## src/rtl/adc_scan_ctrl.sv

```systemverilog
// Round-robin scan controller for the Gowin GW5A ADC macro: ADC clock, request, channel select, tagged samples.
// Define ADC_SCAN_AVG_EN to emit the mean of 2^AVG_LOG2 conversions per sample instead of the raw value.
module adc_scan_ctrl #(
  parameter int MODE           = 1,
  parameter int NUM_CH         = 2,
  parameter int CLK_DIV        = 32,
  parameter int SETTLE_CYCLES  = 256,
  parameter int TIMEOUT_CYCLES = 65535,
  parameter int AVG_LOG2       = 2
) (
  input  logic        clk,
  input  logic        i_reset_n,
  input  logic        i_enable,
  output logic        o_adc_clk,
  output logic        o_adc_req,
  output logic [2:0]  o_vsenctl,
  output logic [4:0]  o_adcen_sel,
  input  logic        i_adc_rdy,
  input  logic [13:0] i_adc_value,
  output logic        o_sample_valid,
  output logic [2:0]  o_sample_ch,
  output logic [13:0] o_sample_value,
  output logic        o_timeout,
  output logic        o_busy,
  output logic [2:0]  o_dbg_state
);

  localparam int DIV_W = $clog2(CLK_DIV);
  localparam int SET_W = (SETTLE_CYCLES < 1) ? 1 : $clog2(SETTLE_CYCLES + 1);
  localparam int TO_W  = (TIMEOUT_CYCLES < 2) ? 1 : $clog2(TIMEOUT_CYCLES + 1);
  localparam logic [2:0] CH0_CODE = (MODE == 2) ? 3'b010 : 3'b000;

  if (AVG_LOG2 < 0 || AVG_LOG2 > 4 || CLK_DIV < 2 || NUM_CH < 1 ||
      NUM_CH > ((MODE == 2) ? 5 : 2)) begin : g_param_check
    $error("adc_scan_ctrl: parameter out of range");
  end

  typedef enum logic [2:0] {
    S_IDLE, S_SELECT, S_SETTLE, S_REQ, S_ACC, S_EMIT, S_NEXT
  } state_t;

  state_t             r_state;
  state_t             w_state_nxt;
  logic [DIV_W-1:0]   r_div;
  logic               r_adc_clk;
  logic               r_rdy_s1;
  logic               r_rdy_s2;
  logic               r_rdy_d;
  logic               w_rdy_rise;
  logic [2:0]         r_ch;
  logic [2:0]         r_vsenctl;
  logic [4:0]         r_adcen;
  logic [SET_W-1:0]   r_settle;
  logic [TO_W-1:0]    r_to;
  logic               w_to_hit;
  logic [13:0]        r_value;
  logic               w_avg_done;
  logic [13:0]        w_emit_value;
  logic               r_valid;
  logic               r_timeout;
  logic [2:0]         r_sample_ch;
  logic [13:0]        r_sample_value;

  // Free-running ADC clock divider, independent of the scan state.
  always_ff @(posedge clk or negedge i_reset_n) begin
    if (!i_reset_n) begin
      r_div     <= '0;
      r_adc_clk <= 1'b0;
    end else if (r_div == DIV_W'(CLK_DIV - 1)) begin
      r_div     <= '0;
      r_adc_clk <= ~r_adc_clk;
    end else begin
      r_div <= r_div + 1'b1;
    end
  end

  // adcrdy is asynchronous: two-flop synchronizer, then a rising-edge detect.
  always_ff @(posedge clk or negedge i_reset_n) begin
    if (!i_reset_n) begin
      r_rdy_s1 <= 1'b0;
      r_rdy_s2 <= 1'b0;
      r_rdy_d  <= 1'b0;
    end else begin
      r_rdy_s1 <= i_adc_rdy;
      r_rdy_s2 <= r_rdy_s1;
      r_rdy_d  <= r_rdy_s2;
    end
  end

  assign w_rdy_rise = r_rdy_s2 & ~r_rdy_d;
  assign w_to_hit   = (r_to == TO_W'(TIMEOUT_CYCLES - 1));

`ifdef ADC_SCAN_AVG_EN
  logic [17:0] r_acc;
  logic [4:0]  r_cnt;

  always_ff @(posedge clk or negedge i_reset_n) begin
    if (!i_reset_n) begin
      r_acc <= '0;
      r_cnt <= '0;
    end else if (r_state == S_SELECT) begin
      r_acc <= '0;
      r_cnt <= '0;
    end else if (r_state == S_ACC) begin
      r_acc <= r_acc + {4'b0000, r_value};
      r_cnt <= r_cnt + 1'b1;
    end
  end

  assign w_avg_done   = ((r_cnt + 5'd1) == 5'(1 << AVG_LOG2));
  assign w_emit_value = 14'(r_acc >> AVG_LOG2);
`else
  assign w_avg_done   = 1'b1;
  assign w_emit_value = r_value;
`endif

  always_ff @(posedge clk or negedge i_reset_n) begin
    if (!i_reset_n) r_state <= S_IDLE;
    else            r_state <= w_state_nxt;
  end

  always_comb begin
    w_state_nxt = r_state;
    case (r_state)
      S_IDLE:   if (i_enable) w_state_nxt = S_SELECT;
      S_SELECT: w_state_nxt = S_SETTLE;
      S_SETTLE: if (r_settle == '0) w_state_nxt = S_REQ;
      S_REQ: begin
        // A conversion arriving on the last allowed cycle still wins over timeout.
        if (w_rdy_rise)    w_state_nxt = S_ACC;
        else if (w_to_hit) w_state_nxt = S_NEXT;
      end
      S_ACC:    w_state_nxt = w_avg_done ? S_EMIT : S_REQ;
      S_EMIT:   w_state_nxt = S_NEXT;
      S_NEXT:   w_state_nxt = i_enable ? S_SELECT : S_IDLE;
      default:  w_state_nxt = S_IDLE;
    endcase
  end

  always_ff @(posedge clk or negedge i_reset_n) begin
    if (!i_reset_n) begin
      r_ch           <= '0;
      r_vsenctl      <= CH0_CODE;
      r_adcen        <= '0;
      r_settle       <= '0;
      r_to           <= '0;
      r_value        <= '0;
      r_valid        <= 1'b0;
      r_timeout      <= 1'b0;
      r_sample_ch    <= '0;
      r_sample_value <= '0;
    end else begin
      r_valid   <= 1'b0;
      r_timeout <= 1'b0;
      case (r_state)
        S_IDLE: r_ch <= '0;
        S_SELECT: begin
          if (MODE == 2) begin
            r_vsenctl <= 3'b010;
            r_adcen   <= 5'b00001 << r_ch;
          end else begin
            r_vsenctl <= {2'b00, r_ch[0]};
            r_adcen   <= '0;
          end
          r_settle <= SET_W'(SETTLE_CYCLES);
          r_to     <= '0;
        end
        S_SETTLE: if (r_settle != '0) r_settle <= r_settle - 1'b1;
        S_REQ: begin
          r_to <= r_to + 1'b1;
          if (w_rdy_rise)    r_value   <= i_adc_value;
          else if (w_to_hit) r_timeout <= 1'b1;
        end
        S_ACC: r_to <= '0;
        S_EMIT: begin
          r_valid        <= 1'b1;
          r_sample_ch    <= r_ch;
          r_sample_value <= w_emit_value;
        end
        S_NEXT: r_ch <= (r_ch == 3'(NUM_CH - 1)) ? 3'd0 : r_ch + 1'b1;
        default: ;
      endcase
    end
  end

  // Request is a pure state decode so an async reset drops it immediately.
  assign o_adc_req      = (r_state == S_REQ);
  assign o_busy         = (r_state != S_IDLE);
  assign o_dbg_state    = r_state;
  assign o_adc_clk      = r_adc_clk;
  assign o_vsenctl      = r_vsenctl;
  assign o_adcen_sel    = r_adcen;
  assign o_sample_valid = r_valid;
  assign o_sample_ch    = r_sample_ch;
  assign o_sample_value = r_sample_value;
  assign o_timeout      = r_timeout;

endmodule
```

## config.mk

```make
export PLATFORM = sky130hd
export DESIGN_NAME = adc_scan_ctrl
export DESIGN_NICKNAME = d
export VERILOG_FILES = /design/src/rtl/adc_scan_ctrl.sv
export SDC_FILE = /design/constraint.sdc
export NUM_CORES = 1
export LEC_CHECK = 0
export BUFFER_PORTS_ARGS = -buffer_cell sky130_fd_sc_hd__buf_2
export CORE_MARGIN = 2
export CORE_UTILIZATION = 35
export CTS_CLUSTER_DIAMETER = 30
export CTS_CLUSTER_SIZE = 25
export DETAILED_ROUTE_END_ITERATION = 7
export PLACE_DENSITY = 0.55
export SETUP_SLACK_MARGIN = 0.1
export SLEW_MARGIN = 10
export SYNTH_ARGS = -nofsm -noshare
export SYNTH_HDL_FRONTEND = slang
export SYNTH_SLANG_ARGS = --single-unit
```

## constraint.sdc

```tcl
create_clock -name clk -period 1.9 [get_ports clk]
set_input_delay 0.095 -clock clk [delete_from_list [all_inputs] [get_ports clk]]
set_output_delay 0.095 -clock clk [all_outputs]
set_load 0.01 [all_outputs]
```

## After elaboration in Yosys (flattened, before gate mapping)

Index checks and enable logic that the tools add are counted.

| storage, ports and cells | value |
|---|---|
| register bits | 74 |
| latch bits | 0 |
| memory bits (writable) | 0 |
| bits in read-only memories | 0 |
| output and inout bits | 33 |
| memories | 0 |

| operators by class | value |
|---|---|
| add/subtract/negate cells | 4 |
| $mul | 0 |
| div/mod/pow operators | 0 |
| order comparisons | 0 |
| eq/ne operators | 13 |
| shift-type cells | 0 |
| multiplexer cells | 16 |
| bitwise gates (word level) | 3 |
| reduce and logical (&&, ||, !) cells | 11 |

Operators with widths:

| kind | number |
|---|---|
| $pmux 16 s2 | 1 |
| $pmux 3 s7 | 1 |
| $pmux 9 s2 | 1 |
| $add 16x1->16 const B | 1 |
| $eq 16x16->1 const B | 1 |
| $mux 3 | 5 |
| $eq 3x3->1 const B | 3 |
| $logic_not 9->1 | 1 |
| $mux 9 | 1 |
| $reduce_bool 9->1 | 1 |
| $sub 9x1->9 const B | 1 |
| $eq 3x1->1 const B | 2 |
| $eq 3x2->1 const B | 2 |
| $ne 2x2->1 const B | 3 |
| $pmux 3 s2 | 1 |
| $reduce_bool 2->1 | 3 |
| $add 5x1->5 const B | 1 |
| $eq 5x5->1 const B | 1 |
| $mux 1 | 5 |
| $mux 5 | 1 |
| $reduce_and 2->1 | 2 |
| $add 3x1->3 const B | 1 |
| $logic_not 3->1 | 1 |
| $ne 3x1->1 const B | 1 |
| other kinds (5) | 6 |

## Depth between registers and ports, before layout

| logic depth | value |
|---|---|
| word-level depth | 4 |
| gate-level depth with buffers | 7 |

## Worst setup path after synthesis

No wires, ideal clock.

| timing path | value |
|---|---|
| kind | reg2reg |
| start | register r_settle[0] |
| end | register r_settle[1] |
| setup time | 95 ps |
| data arrival time | 1630 ps |
| required time | 1805 ps |
| setup slack | 174 ps |
| cell stages (with the launch flop) | 7 |
| path buffers | 0 |
| clock period less this slack | 1726 ps |
| path through | dfrtp_1 inv_1 ha_1 or3b_2 o31ai_1 o211ai_1 o31ai_1 |

| on the way | value |
|---|---|
| word-level cells in the longest chain between the ends | 3 |
| elaborated cells between the ends (all ways) | 6 |

Ends and longest elaborated chain:

| what | RTL line | RTL |
|---|---|---|
| start: declaration | 53 | `logic [SET_W-1:0] r_settle;` |
| start signal: assignment | 165 | `r_settle <= SET_W'(SETTLE_CYCLES);` |
| start signal: assignment | 168 | `S_SETTLE: if (r_settle != '0) r_settle <= r_settle - 1'b1;` |
| $sub 9x1->9 / $reduce_bool 9->1 (equally long branches) | 168 |  |
| $mux 9 / $ne 2x2->1 (equally long branches) | - |  |
| $pmux 9 s2 / $reduce_and 2->1 (equally long branches) | - |  |

Parallel ways exist; a longest one is shown, timed or not. The select of a mux whose other input is x is not followed.
A chain may end at the register's enable or synchronous reset.

## Worst setup path after layout

| timing path | value |
|---|---|
| start | register r_settle[7] |
| end | register r_settle[5] |

| on the way | value |
|---|---|
| word-level cells in the longest chain between the ends | 3 |

Ends and longest elaborated chain:

| what | RTL line |
|---|---|
| $reduce_bool 9->1 | 168 |
| $ne 2x2->1 (no source line) | - |
| $reduce_and 2->1 (no source line) | - |

Every way passes these cells.

==> flow_metrics.tcl <==
set metrics [dict create \
    layout_common_cells "dfrtp_1, buf_2, mux2_2" \
    utilization_pct 45.3 \
    critPathTopFamily "simple AND/OR/NAND/NOR gates" \
    pin_count 51 \
    drive_gt1_share_pct 33.2 \
    clk_path_buf_depth 2 \
    critical_path.max_stage_delay_ns 0.58 \
    die_w_um 102 \
    drc 0 \
    cts-root-buf "clkbuf_8" \
    ys_ff_latch 74 \
    fin_skew_ns 0.0122 \
    rsz0062_at_grt "false" \
    globalplace.congestion 0.779 \
    cts_tree "done" \
    maxCapViolCount 0 \
    ys_seq_area_share_pct 55.1 \
    syn_inst 297 \
    area_growth_pct 25.1 \
    critPathMaxFanout 5 \
    wire_per_inst_um 13.6 \
    met3_usage_pct 3.76 \
    maxSlewHeadroom_pct 63.9 \
    finalSetupViolCount 0 \
    syn-cell-area_um2 3360 \
    die_height_um 102 \
    ys_dominant_reg_cell "dfrtp_1" \
    crit_path_end_kind "flip-flop" \
    grt_first_pass_wirelength_um 11800 \
    cp.arrival_ns 1.99 \
    crit_start "r_settle[7]$_DFFE_PN0P_" \
    synth_warnings 0 \
    p_leak_nw 1.96 \
    synth_top_area_share_pct 55.1 \
    synth_async_sr_flop_share_pct 100 \
    vdd_drop_max_mv 0.513 \
    cp_num_buf_inv 0 \
    drt_iter0_drc 96 \
    post-route-period-util_pct 90.8 \
    cts-htree-levels 3 \
    worstSetupPathType "flip-flop to flip-flop" \
    start_util_pct 36.2 \
    via_count 2550 \
    port_buffers 43 \
    critPathLaunchType "flip-flop" \
    grt_max_degree 43 \
    track_usage_pct 14.5 \
    required_ns 2.16 \
    clk-insertion-delay-late_ns 0.35 \
    overflow 0 \
    min_path_type "input pin to flip-flop" \
    stdcell_count 511 \
    cts-buffers-inserted 9 \
    vias_per_cell 4.99 \
    synth_enable_flop_cells 0 \
    core_area_um2 9280 \
    fmax_mhz 580 \
    grtUsageMet2_pct 23.8 \
    finalNetCount 400 \
    finalInstanceArea_um2 4200 \
    power_density_nw_per_um2 1350 \
    min_path_cells 3 \
    cp.depth 4 \
    rows 35 \
    grt_util_met1_pct 18.8 \
    placed_area_um2 3790 \
    finalHoldViolCount 0 \
    num_antenna_cells 0 \
    status "complete, no violations" \
    fin_tns_setup_ns 0 \
    cts_sinks 74 \
    ys_types 51 \
    min_from "i_enable" \
    cp_cell_sequence "or4_4 -> or3b_4 -> a31o_1 -> o31ai_1" \
    grt_pass1_vias 2471 \
    clk_pin_slew_ns 0.09 \
    synth_area_leader_cell "dfrtp_1" \
    dp.cells 473 \
    die-area_um2 10400 \
    postRouteAntennaNets 0 \
    regToRegStartpoint "r_settle[7]$_DFFE_PN0P_" \
    drtPass1Iterations 6 \
    slew_violations 0 \
    hpwl_um 4680 \
    layout_commonest_cell "dfrtp_1" \
    yosys-top-cells-area "dfrtp_1, mux2_2, o21ai_0" \
    min_period_ns 1.73 \
    fillers 901 \
    totalWireLength_um 6940 \
    synth_area_per_cell_um2 11.3 \
    grt_antenna_before_repair 0 \
    grt_busiest_layer "met2" \
    tightest_slew_ns 0.542 \
    worst-r2r-cell-count 4 \
    cp_slowest_cell "or4_4" \
]
## routing by layer
layer,vias to the layer above,part of all wire (%)
li1,1222,-
met1,1255,47
met2,66,48
met3,7,3.6
met4,0,1.1
met5,-,0
## sequential cells by signal, summed over array words and instances (netlist names)
| register | cells |
|---|---|
| o_adc_clk | 1 |
| o_dbg_state | 3 |
| o_timeout | 1 |
| r_to | 16 |
| r_div | 5 |
| o_sample_value | 14 |
| o_sample_ch | 3 |
| r_settle | 9 |
| o_sample_valid | 1 |
| o_vsenctl | 1 |
| r_rdy_d | 1 |
| r_value | 14 |
| r_ch | 3 |
| r_rdy_s2 | 1 |
| r_rdy_s1 | 1 |
## cells in the mapped netlist, drive strengths merged (3+ instances only)
| cell type | number |
|---|---|
| dfrtp | 74 |
| mux2 | 32 |
| o21ai | 22 |
| nor2 | 20 |
| nand2 | 18 |
| buf | 12 |
| nand3 | 9 |
| a21oi | 8 |
| inv | 8 |
| nand4 | 7 |
| clkbuf | 6 |
| and3 | 5 |
| ha | 5 |
| o31ai | 5 |
| a22o | 4 |
| a31oi | 4 |
| nor3 | 4 |
| nor4 | 4 |
| or3 | 4 |
| a21o | 3 |
| mux2i | 3 |
| nand2b | 3 |
| nand4b | 3 |
| nor2b | 3 |
## logic make-up (layout without fill, tap and decap cells)
family | after synthesis | after routing | synth area share (%)
other cells | 1 | 7 | 0.112
compound gates | 61 | 61 | 11.9
flops | 74 | 74 | 55.1
xor+xnor | 4 | 4 | 1.04
buf+inv | 26 | 105 | 3.87
mux | 35 | 35 | 11.6
fa+ha+maj | 5 | 5 | 1.86
simple gates | 91 | 91 | 14.5
## repair_timing
action                     CTS  global route
setup endpoints to repair    4            10
hold buffers                16             0
resized for setup            5             3
pin swaps                    0             3
gates cloned                 0             0
setup buffers                2             4
hold endpoints to repair    89             0
## report_power, final
group          leakage (nW)  internal (mW)  total, mW  switching [mW]
combinational         0.925           1.08       2.17            1.09
clock                0.0872          0.494       1.15           0.653
sequential            0.945           2.04       2.36           0.322
total                  1.96           3.61       5.68            2.07
## tightest hold or removal path, cell delays in order
cell and delay [ns]:
buf_2 0.10, a21oi_1 0.16, a211oi_1 0.07
## worst paths after layout
path,endpoint,slack [ns]
worst min-delay path,o_dbg_state[0]$_DFFE_PN0P_,0.11
worst max register to register,r_settle[5]$_DFFE_PN0P_,0.17
max in group asynchronous,r_to[0]$_DFFE_PN0P_,1.14
min in group asynchronous,o_vsenctl[0]$_DFFE_PN0P_,0.31
worst min register to register,r_rdy_s2$_DFF_PN0_,0.36
worst max-delay path,r_settle[5]$_DFFE_PN0P_,0.17
## per-stage QoR
step / setup slack [ns] / hold WS, ns / total power [mW]
final: 0.175 / 0.109 / 5.68
after global routing: 0.106 / 0.153 / 6.11
after CTS: 0.120 / 0.0911 / 5.68
after detailed placement: -0.0496 / 0.164 / 4.43
after global placement: 0.0812 / 0.163 / 4.36
after floorplan: 0.174 / -0.201 / 3.66
## layout make-up
type	count	area, um2	share of cell area (%)
Multi-Input combinational cell	203	1420	33.7
Tap cell	129	161	3.84
Clock inverter	7	58.8	1.40
Clock buffer	9	124	2.95
Sequential cell	74	1850	44.1
Timing Repair Buffer	81	553	13.2
Inverter	8	33.8	0.804
No activity file was read; power rests on OpenSTA's default activity.
